**config.mk**
```make
export PLATFORM = sky130hd
export DESIGN_NAME = mc_core_param
export DESIGN_NICKNAME = d
export VERILOG_FILES = /design/src/rtl/mc_pkg.sv /design/src/rtl/mc_regfile.sv /design/src/rtl/mc_core_param.sv
export SDC_FILE = /design/constraint.sdc
export NUM_CORES = 2
export LEC_CHECK = 0
export ABC_AREA = 0
export CORE_ASPECT_RATIO = 1.4
export CORE_MARGIN = 1
export CORE_UTILIZATION = 50
export CTS_CLUSTER_SIZE = 16
export DETAILED_ROUTE_END_ITERATION = 10
export PLACE_DENSITY = 0.71
export SLEW_MARGIN = 5
export SYNTH_ARGS = -nofsm -noshare
export SYNTH_HDL_FRONTEND = slang
export SYNTH_HIERARCHICAL = 1
export SYNTH_SLANG_ARGS = --single-unit
```
**constraint.sdc**
```tcl
create_clock -name clk -period 6.15 [get_ports clk]
set_clock_uncertainty 0.1 [all_clocks]
set_input_delay 1.5375 -clock clk [delete_from_list [all_inputs] [get_ports clk]]
set_output_delay 1.5375 -clock clk [all_outputs]
set_load 0.02 [all_outputs]
```
**src/rtl/mc_pkg.sv**
```systemverilog
// Shared definitions for the multicycle core: opcodes, ALU codes, FSM states, field positions.
// Latency: n/a (declarations only).
// Backpressure: n/a.
package mc_pkg;

   // Instruction field bit positions
   localparam int OP_HI  = 31;
   localparam int OP_LO  = 26;
   localparam int RS_LO  = 21;
   localparam int RT_LO  = 16;
   localparam int RD_LO  = 11;
   localparam int IMM_HI = 15;
   localparam int IMM_LO = 0;

   // Opcodes outside the R/I-type ALU classes
   localparam logic [5:0] OP_LW   = 6'b100000;
   localparam logic [5:0] OP_SW   = 6'b100001;
   localparam logic [5:0] OP_BEQ  = 6'b110000;
   localparam logic [5:0] OP_BNE  = 6'b110001;
   localparam logic [5:0] OP_J    = 6'b110010;
   localparam logic [5:0] OP_HALT = 6'b111111;

   // ALU function codes (op[3:0]); 8..15 produce zero
   localparam logic [3:0] ALU_ADD = 4'd0;
   localparam logic [3:0] ALU_SUB = 4'd1;
   localparam logic [3:0] ALU_AND = 4'd2;
   localparam logic [3:0] ALU_OR  = 4'd3;
   localparam logic [3:0] ALU_XOR = 4'd4;
   localparam logic [3:0] ALU_SLT = 4'd5;
   localparam logic [3:0] ALU_SLL = 4'd6;
   localparam logic [3:0] ALU_SRL = 4'd7;

   typedef enum logic [2:0] {
      S_FETCH, S_DECODE, S_EXEC, S_MEM, S_WB, S_HALT
   } state_e;

   typedef enum logic [2:0] {
      C_RTYPE, C_ITYPE, C_LOAD, C_STORE, C_BRANCH, C_JUMP, C_HALT, C_ILLEGAL
   } iclass_e;

   // Map an opcode onto its execution class
   function automatic iclass_e op_class(input logic [5:0] op);
      iclass_e c;
      if (op[5:4] == 2'b00) begin
         c = C_RTYPE;
      end else if (op[5:4] == 2'b01) begin
         c = C_ITYPE;
      end else begin
         case (op)
            OP_LW:          c = C_LOAD;
            OP_SW:          c = C_STORE;
            OP_BEQ, OP_BNE: c = C_BRANCH;
            OP_J:           c = C_JUMP;
            OP_HALT:        c = C_HALT;
            default:        c = C_ILLEGAL;
         endcase
      end
      return c;
   endfunction

endpackage

```
**src/rtl/mc_regfile.sv**
```systemverilog
// Register file: NREGS x DATA_W, two asynchronous read ports, one synchronous write port.
// Latency: reads combinational, write visible the cycle after we_i.
// Backpressure: none; register 0 reads zero and ignores writes.
module mc_regfile #(
   parameter int DATA_W = 32,
   parameter int NREGS  = 32,
   parameter int RIDX_W = $clog2(NREGS)
) (
   input  logic              clk,
   input  logic              rst_n,
   input  logic [RIDX_W-1:0] raddr_a_i,
   input  logic [RIDX_W-1:0] raddr_b_i,
   output logic [DATA_W-1:0] rdata_a_o,
   output logic [DATA_W-1:0] rdata_b_o,
   input  logic              we_i,
   input  logic [RIDX_W-1:0] waddr_i,
   input  logic [DATA_W-1:0] wdata_i
);

   logic [DATA_W-1:0] regs_q [NREGS];

   // Clear on reset; writes to register 0 are dropped
   always_ff @(posedge clk or negedge rst_n) begin
      if (!rst_n) begin
         for (int i = 0; i < NREGS; i++) begin
            regs_q[i] <= '0;
         end
      end else if (we_i && (waddr_i != '0)) begin
         regs_q[waddr_i] <= wdata_i;
      end
   end

   assign rdata_a_o = (raddr_a_i == '0) ? '0 : regs_q[raddr_a_i];
   assign rdata_b_o = (raddr_b_i == '0) ? '0 : regs_q[raddr_b_i];

endmodule

```
**src/rtl/mc_core_param.sv**
```systemverilog
// Parametrised multicycle core: IR, register file, inline ALU, PC logic and sequencing FSM.
// Latency: ALU 4, LW 5, SW 4, branch/J 3 cycles, plus one per memory wait cycle.
// Backpressure: FETCH and MEM hold their requests and addresses stable until the matching ack.
module mc_core_param
   import mc_pkg::*;
#(
   parameter int DATA_W = 32,
   parameter int ADDR_W = 16,
   parameter int NREGS  = 32
) (
   input  logic              clk,
   input  logic              rst_n,
   output logic              imem_req,
   output logic [ADDR_W-1:0] imem_addr,
   input  logic              imem_ack,
   input  logic [31:0]       imem_rdata,
   output logic              dmem_req,
   output logic              dmem_we,
   output logic [ADDR_W-1:0] dmem_addr,
   output logic [DATA_W-1:0] dmem_wdata,
   input  logic              dmem_ack,
   input  logic [DATA_W-1:0] dmem_rdata,
   output logic              retire,
   output logic              illegal_op,
   output logic              halted,
   output logic [ADDR_W-1:0] pc_dbg
);

   localparam int RIDX_W = $clog2(NREGS);

   state_e            state_q, state_d;
   logic              run_q;
   logic [ADDR_W-1:0] pc_q, pc_d;
   logic [31:0]       ir_q, ir_d;
   logic [DATA_W-1:0] a_q, a_d, b_q, b_d;
   logic [DATA_W-1:0] aluout_q, aluout_d, mdr_q, mdr_d;

   logic [5:0]        op;
   iclass_e           cls;
   logic [15:0]       imm;
   logic [DATA_W-1:0] sext;
   logic [DATA_W-1:0] alu_b, alu_res;
   logic [3:0]        alu_fn;
   logic              br_taken;
   logic [DATA_W-1:0] rf_rdata_a, rf_rdata_b, rf_wdata;
   logic [RIDX_W-1:0] rf_waddr;
   logic              rf_we;

   assign op   = ir_q[OP_HI:OP_LO];
   assign cls  = op_class(op);
   assign imm  = ir_q[IMM_HI:IMM_LO];
   assign sext = DATA_W'($signed(imm));

   mc_regfile #(.DATA_W(DATA_W), .NREGS(NREGS), .RIDX_W(RIDX_W)) u_rf (
      .clk       (clk),
      .rst_n     (rst_n),
      .raddr_a_i (ir_q[RS_LO +: RIDX_W]),
      .raddr_b_i (ir_q[RT_LO +: RIDX_W]),
      .rdata_a_o (rf_rdata_a),
      .rdata_b_o (rf_rdata_b),
      .we_i      (rf_we),
      .waddr_i   (rf_waddr),
      .wdata_i   (rf_wdata)
   );

   // ALU: R-type uses B, everything else uses the sign-extended immediate; loads/stores add
   always_comb begin
      alu_b    = (cls == C_RTYPE) ? b_q : sext;
      alu_fn   = ((cls == C_RTYPE) || (cls == C_ITYPE)) ? op[3:0] : ALU_ADD;
      br_taken = (a_q == b_q) ^ op[0];
      case (alu_fn)
         ALU_ADD: alu_res = a_q + alu_b;
         ALU_SUB: alu_res = a_q - alu_b;
         ALU_AND: alu_res = a_q & alu_b;
         ALU_OR:  alu_res = a_q | alu_b;
         ALU_XOR: alu_res = a_q ^ alu_b;
         ALU_SLT: alu_res = DATA_W'($signed(a_q) < $signed(alu_b));
         ALU_SLL: alu_res = a_q << alu_b[4:0];
         ALU_SRL: alu_res = a_q >> alu_b[4:0];
         default: alu_res = '0;
      endcase
   end

   // State register; run_q keeps imem_req low until the first clock after reset release
   always_ff @(posedge clk or negedge rst_n) begin
      if (!rst_n) begin
         state_q <= S_FETCH;
         run_q   <= 1'b0;
      end else begin
         state_q <= state_d;
         run_q   <= 1'b1;
      end
   end

   // Datapath registers
   always_ff @(posedge clk or negedge rst_n) begin
      if (!rst_n) begin
         pc_q     <= '0;
         ir_q     <= '0;
         a_q      <= '0;
         b_q      <= '0;
         aluout_q <= '0;
         mdr_q    <= '0;
      end else begin
         pc_q     <= pc_d;
         ir_q     <= ir_d;
         a_q      <= a_d;
         b_q      <= b_d;
         aluout_q <= aluout_d;
         mdr_q    <= mdr_d;
      end
   end

   // Next state and datapath updates; PC changes exactly once per instruction
   always_comb begin
      state_d  = state_q;
      pc_d     = pc_q;
      ir_d     = ir_q;
      a_d      = a_q;
      b_d      = b_q;
      aluout_d = aluout_q;
      mdr_d    = mdr_q;
      case (state_q)
         S_FETCH: begin
            if (run_q && imem_ack) begin
               ir_d    = imem_rdata;
               state_d = S_DECODE;
            end
         end
         S_DECODE: begin
            if (cls == C_HALT) begin
               state_d = S_HALT;
            end else if (cls == C_ILLEGAL) begin
               pc_d    = pc_q + ADDR_W'(1);
               state_d = S_FETCH;
            end else begin
               a_d     = rf_rdata_a;
               b_d     = rf_rdata_b;
               state_d = S_EXEC;
            end
         end
         S_EXEC: begin
            aluout_d = alu_res;
            case (cls)
               C_LOAD, C_STORE: state_d = S_MEM;
               C_BRANCH: begin
                  pc_d    = br_taken ? (pc_q + ADDR_W'(1) + sext[ADDR_W-1:0])
                                     : (pc_q + ADDR_W'(1));
                  state_d = S_FETCH;
               end
               C_JUMP: begin
                  pc_d    = ADDR_W'(imm);
                  state_d = S_FETCH;
               end
               default: state_d = S_WB;
            endcase
         end
         S_MEM: begin
            if (dmem_ack) begin
               if (cls == C_LOAD) begin
                  mdr_d   = dmem_rdata;
                  state_d = S_WB;
               end else begin
                  pc_d    = pc_q + ADDR_W'(1);
                  state_d = S_FETCH;
               end
            end
         end
         S_WB: begin
            pc_d    = pc_q + ADDR_W'(1);
            state_d = S_FETCH;
         end
         default: state_d = S_HALT;
      endcase
   end

   // Outputs, handshake requests and register write port
   always_comb begin
      imem_req   = (state_q == S_FETCH) && run_q;
      dmem_req   = (state_q == S_MEM);
      dmem_we    = (state_q == S_MEM) && (cls == C_STORE);
      illegal_op = (state_q == S_DECODE) && (cls == C_ILLEGAL);
      halted     = (state_q == S_HALT);
      retire     = illegal_op
                || ((state_q == S_EXEC) && ((cls == C_BRANCH) || (cls == C_JUMP)))
                || ((state_q == S_MEM) && (cls == C_STORE) && dmem_ack)
                || (state_q == S_WB);
      rf_we      = (state_q == S_WB);
      rf_waddr   = (cls == C_RTYPE) ? ir_q[RD_LO +: RIDX_W] : ir_q[RT_LO +: RIDX_W];
      rf_wdata   = (cls == C_LOAD) ? mdr_q : aluout_q;
   end

   assign imem_addr  = pc_q;
   assign dmem_addr  = aluout_q[ADDR_W-1:0];
   assign dmem_wdata = b_q;
   assign pc_dbg     = pc_q;

endmodule

```
# Word-level counts from Yosys, hierarchy flattened

Cells that the tools add are included.

Flip-flop bits (word level): 1,204
Word-level logic and storage cells: 155

Add/sub/neg operators: 4
$lt $le $gt $ge: 5
Equality and inequality tests: 33
Shift-type cells: 2
Mux-type cells: 33
Bitwise operators: 9
Reductions and logical operators: 29

Operators with widths:

| operator              | number |
|---|---|
| $bwmux 1024           | 1 |
| $bmux 32 s5           | 2 |
| $mux 32               | 9 |
| $pmux 32 s8           | 1 |
| $demux 32 s5          | 1 |
| $mux 16               | 5 |
| $pmux 16 s4           | 1 |
| $eq 6x6->1 const B    | 6 |
| $add 32x32->32        | 1 |
| $and 32x32->32        | 1 |
| $eq 32x32->1          | 1 |
| $lt 32x32->1          | 1 |
| $or 32x32->32         | 1 |
| $pmux 16 s2           | 1 |
| $shl 32x5->32         | 1 |
| $shr 32x5->32         | 1 |
| $sub 32x32->32        | 1 |
| $xor 32x32->32        | 1 |
| $pmux 3 s5            | 2 |
| $eq 3x3->1 const B    | 6 |
| $ge 6x6->1 const B    | 3 |
| $mux 3                | 6 |
| $not 5->6             | 3 |
| $add 16x1->16 const B | 1 |
| other kinds (29)      | 58 |

# Logic depth before layout (Yosys ltp)

Depth in word-level cells: 13
Depth in mapped cells: 19
Gate-level depth less buffers: 15

# By module

Netlist, hierarchy kept.

Modules (own cells, without submodules):

| module        | instances | cells an instance | area an instance (um^2) |
|---|---|---|---|
| mc_regfile    | 1         | 3,788             | 54,507.3 |
| mc_core_param | 1         | 2,146             | 17,780.8 |

# Worst setup path after synthesis

Ideal clock, no wire load.

Path kind: register to register
Start point: register ir_q[31]
End point: register aluout_q[24]
Arrival: 4,114 ps
Data required time: 5,929 ps
Setup slack: 1,815 ps
Stages on the path, launching flop included: 19
Path buffers: 3
Clock period less this slack: 4,335 ps
Cells stage by stage: dfrtp_1 -> buf_2 -> or3b_1 -> nand2_4 -> buf_2 -> buf_2 -> ha_1 -> inv_1 -> fa_1 -> nor2b_1 -> o2111ai_1 -> and3_1 -> nor4_1 -> nor4_1 -> o41ai_2 -> a311oi_1 -> a211oi_1 -> o21ai_0 -> a22o_1

Cells in the longest elaborated chain, start to end: 10

RTL lines:

| element                                                                | line                 | source |
|---|---|---|
| start, declared                                                        | mc_core_param.sv:34  | `logic [31:0] ir_q, ir_d;` |
| start signal, assigned                                                 | mc_core_param.sv:106 | `ir_q <= ir_d;` |
| $eq 6x6->1                                                             | mc_pkg.sv:49         | `case (op)` |
| $reduce_or 2->1                                                        | mc_pkg.sv:49         |  |
| $pmux 3 s5                                                             | mc_pkg.sv:49         |  |
| $mux 3                                                                 | mc_pkg.sv:46         | `end else if (op[5:4] == 2'b01) begin` |
| $mux 3 *                                                               | mc_pkg.sv:44         | `if (op[5:4] == 2'b00) begin` |
| parallel branches: the longest is 4 deep, another holds $sub 32x32->32 | --                   |  |
| $pmux 32 s8 *                                                          | mc_core_param.sv:71  | `case (alu_fn)` |
| end signal, assigned                                                   | mc_core_param.sv:109 | `aluout_q <= aluout_d;` |
| end, declared                                                          | mc_core_param.sv:36  | `logic [DATA_W-1:0] aluout_q, aluout_d, mdr_q, mdr_d;` |

Every way passes the cells marked *.
A chain may end at the register's enable or synchronous reset.

# Final worst setup path

Start point: register ir_q[26]
End point: output port retire

Cells in the longest elaborated chain, start to end: 11

RTL lines:

| element            | line                 | source |
|---|---|---|
| $eq 6x6->1         | mc_pkg.sv:49         |  |
| $reduce_or 2->1    | mc_pkg.sv:49         |  |
| $pmux 3 s5 *       | mc_pkg.sv:49         |  |
| $mux 3 *           | mc_pkg.sv:46         |  |
| $mux 3 *           | mc_pkg.sv:44         |  |
| $eq 3x3->1         | mc_core_param.sv:185 | `\|\| ((state_q == S_EXEC) && ((cls == C_BRANCH) \|\| (cls == C_JUMP)))` |
| $logic_or 1x1->1   | mc_core_param.sv:185 |  |
| $logic_and 1x1->1  | mc_core_param.sv:185 |  |
| $logic_or 1x1->1   | mc_core_param.sv:185 |  |
| $logic_or 1x1->1 * | mc_core_param.sv:186 | `\|\| ((state_q == S_MEM) && (cls == C_STORE) && dmem_ack)` |
| $logic_or 1x1->1 * | mc_core_param.sv:187 | `\|\| (state_q == S_WB);` |
| end, declared      | mc_core_param.sv:23  | `output logic retire,` |

Mark *: on every way between the ends. The rest lies on a longest branch, timed or not.

==> results.ini <==
[run_status]
status = completed

[drt]
ant_nets = 0
first_pass_iters = 6
routedWlPerCell_um = 35.0
routed_wl_um = 273000
drc = 0
vias_per_cell = 7.07
vias = 55021
dr.first_iter.drc_count = 6198

[setup_path]
cp.required_ps = 4510
crit_type = flop to output pin
cp-end-kind = output pin
crit_start = ir_q[26]$_DFFE_PN0P_
r2r_end = aluout_q[31]$_DFFE_PN0P_
start_kind = flop
timing.rr.start = ir_q[30]$_DFFE_PN0P_
critPathMaxFanout = 16
r2r_slack_ps = 840
cp.arrival_ps = 3820
reg2reg_depth = 14

[power_and_ir_drop]
p_int_mw = 12.3
p_switching_mw = 3.60
seqPwrFrac = 0.497
finalPower_mw = 15.9
power_frac_comb = 0.014
clockPowerShare = 0.489
ir_drop_uv = 267
power_switching_share = 0.226
power_density_mw_per_mm2 = 201
p_leak_nw = 34.8

[sta]
max_freq_ghz = 0.183
post-route-period-util = 0.887
tns_ps = 0
rsz0062_at_grt = no
worst_pin_slew_ps = 1440
fin_crit_ps = 5450
slew_headroom = 0.0284
finalSetupViolCount = 0
fin_ws_ps = 695
slew_violations = 0
hold_ws_ps = 300
hold_viol_final = 0

[place]
dp_hpwl_um = 181000
routabilityCongestion = 1.04
portBuffers = 153
post-place-ws_ps = 914
placedCellCount = 7559

[floorplanning]
dieArea_mm2 = 0.146
core_mm2 = 0.143
ios = 154
die_w_um = 323
die_h_um = 452
rows = 164
initial_core_util = 0.505

[logic_synthesis]
synth_enable_flop_cells = 0
synth_area_mm2 = 0.0723
ys_seq_area_frac = 0.417
yosysWarnings = 6
async_flop_share = 1.00
synth_fp_nets = 6123
ys_types = 100
ys_seq_elements = 1204
netlist_instances = 5934
syn-mean-instance-area_um2 = 12.2
synthFlopType = dfrtp_1

[clocking]
clk-insertion-delay-late_ps = 820
cts-root-buf = clkbuf_16
clk_pin_slew_worst_paths_ps = 70
cts.sink_count = 1204
cts_tree = yes
cts_resized = 0
cts_buffers = 116
htreeDepth = 3
cts_setup_buffers = 0
postCtsHoldBufs = 0
cts.path.max_buffers = 3

[final_layout]
final_layout_size_suffix_gt1_frac = 0.343
nets = 5957
synthToLayoutAreaGrowth_pct = 9.93
fin_cells = 7780
fill_cells = 11899

[worst_hold_path]
worstHoldPathCells = 0
hold_start = u_rf/regs_q[1010]$_DFFE_PN0P_
worstHoldPathType = flop to flop
hold_path_end = u_rf/regs_q[1010]$_DFFE_PN0P_

[global_routing]
grt.overflow.total = 0
grt_antenna_before_repair = 14
grt_usage = 0.372
grt_pass1_wl_um = 392000
grt_pass1_vias = 55273
grt_max_degree = 171

[flow_run]
maxCapViolations = 0

-- Yosys cell counts (15+ instances only) --
master / count / area [um2]
a21oi_1: 224 / 1120
nor2b_1: 69 / 432
a22o_1: 68 / 596
nand3_1: 58 / 290
a211oi_1: 103 / 773
o211ai_1: 62 / 465
a21o_1: 41 / 308
nor2_1: 154 / 578
mux2_1: 30 / 338
or3_1: 15 / 93.8
o22ai_1: 42 / 263
buf_6: 15 / 169
ha_1: 119 / 1490
mux2i_1: 361 / 3610
clkbuf_1: 351 / 1320
a221oi_1: 16 / 140
nand4_1: 19 / 119
inv_1: 118 / 443
mux4_2: 362 / 8150
xnor2_1: 34 / 298
buf_2: 139 / 696
a2111oi_0: 32 / 280
nor4_1: 49 / 307
dfrtp_1: 1204 / 30100
o21ai_0: 185 / 926
nor3_1: 76 / 380
nand2b_1: 18 / 113
buf_1: 57 / 214
xor2_1: 45 / 394
o221ai_1: 45 / 394
a31oi_1: 28 / 175
mux2_2: 1153 / 13000
buf_4: 55 / 413
a22oi_1: 134 / 1010
o21ai_1: 29 / 145
o21bai_1: 15 / 113
nand2_1: 191 / 717
-- metal layers --
| metal | wire length [um] | GRT usage | vias to the layer above | part of all wire |
|---|---|---|---|---|
| met3 | 23700 | 0.0707 | 1117 | 0.087 |
| met2 | 127000 | 0.587 | 3241 | 0.46 |
| met1 | 97300 | 0.447 | 28510 | 0.36 |
| met5 | 91 | 0 | - | 0.00033 |
| met4 | 24900 | 0.289 | 12 | 0.091 |
| li1 | - | - | 22141 | - |
-- kinds of logic (layout without fill, tap and decap cells) --
| kind of cell | Yosys count | count (layout) | share of synthesized area |
|---|---|---|---|
| adders and majority gates | 121 | 121 | 0.0212 |
| AOI/OAI and AO/OA | 1152 | 1152 | 0.109 |
| buffers and inverters | 743 | 674 | 0.0459 |
| muxes | 1906 | 1906 | 0.347 |
| xor gates and xnor gates | 79 | 79 | 0.00957 |
| DFF | 1204 | 1204 | 0.417 |
| and+or+nand+nor | 728 | 728 | 0.0502 |
| other | 1 | 7 | 0.0000519 |
-- power groups by stage --
stage	Clock, mW	Combinational [mW]	Sequential, mW
after global routing	8.17	0.255	7.91
after CTS	7.86	0.232	7.92
after detailed placement	0	0.231	8.07
after global placement	0	0.229	8.07
final	7.79	0.222	7.92
after floorplan	0	0.000805	8.07
-- how the worst max path moves through the flow --
stage,slack [ps],to,cells after the start
2_1_floorplan,1810,aluout_q[24]$_DFFE_PN0P_,18
3_5_place_dp,910,aluout_q[31]$_DFFE_PN0P_,14
3_3_place_gp,1040,aluout_q[31]$_DFFE_PN0P_,14
5_1_grt,540,retire,8
4_1_cts,730,retire,8
6_report,700,retire,8
-- final cells by class --
class                           count  area [um2]  area share
Timing Repair Buffer              337        3200      0.0402
Clock inverter                     58         827      0.0104
Antenna cell                        6        15.0    0.000189
Clock buffer                      157        3280      0.0412
Inverter                          122         458     0.00576
Tap cell                         1909        2390      0.0301
Multi-Input combinational cell   3987       39200       0.493
Sequential cell                  1204       30200       0.379
-- flip-flops by register name (all words and copies together), names as in the netlist --
signal / flops
mdr_q: 32
state_q: 3
a_q: 32
run_q: 1
aluout_q: 32
dmem_wdata: 32
imem_addr: 16
ir_q: 32
u_rf/regs_q: 1024
-- metrics by stage --
stage,util,instance area [um2]
global placement,0.527,75300
CTS,0.556,79500
floorplan,-,72300
detailed placement,0.527,75300
finish,0.556,79500
global route,0.556,79500
-- cell usage in the layout, fill, tap and decap left out, types with 42 or more instances in the layout --
master           count
inv_1              117
a21oi_1            222
nand2_1            177
mux2i_1            360
clkbuf_16          116
buf_4              162
a22o_1              68
a211oi_1           102
xor2_1              45
nor2b_1             61
nor2_1             136
clkdlybuf4s50_1    152
nor3_1              74
a22oi_1            134
o211ai_1            62
o21ai_0            185
ha_1               119
mux4_2             362
o22ai_1             42
nor4_1              48
mux2_2            1153
dfrtp_1           1197
nand3_1             57
o221ai_1            45
-- critical path, stage by stage, from the launching register on --
cell and delay, ps:
dfrtp_1 900, nor2_1 270, a21o_1 220, nand2_1 60, o211ai_1 140, nor4_1 510, a21oi_1 80, nand3b_1 180
clkdlybuf4s50_1 660
No activity file was read; power rests on OpenSTA's default activity.
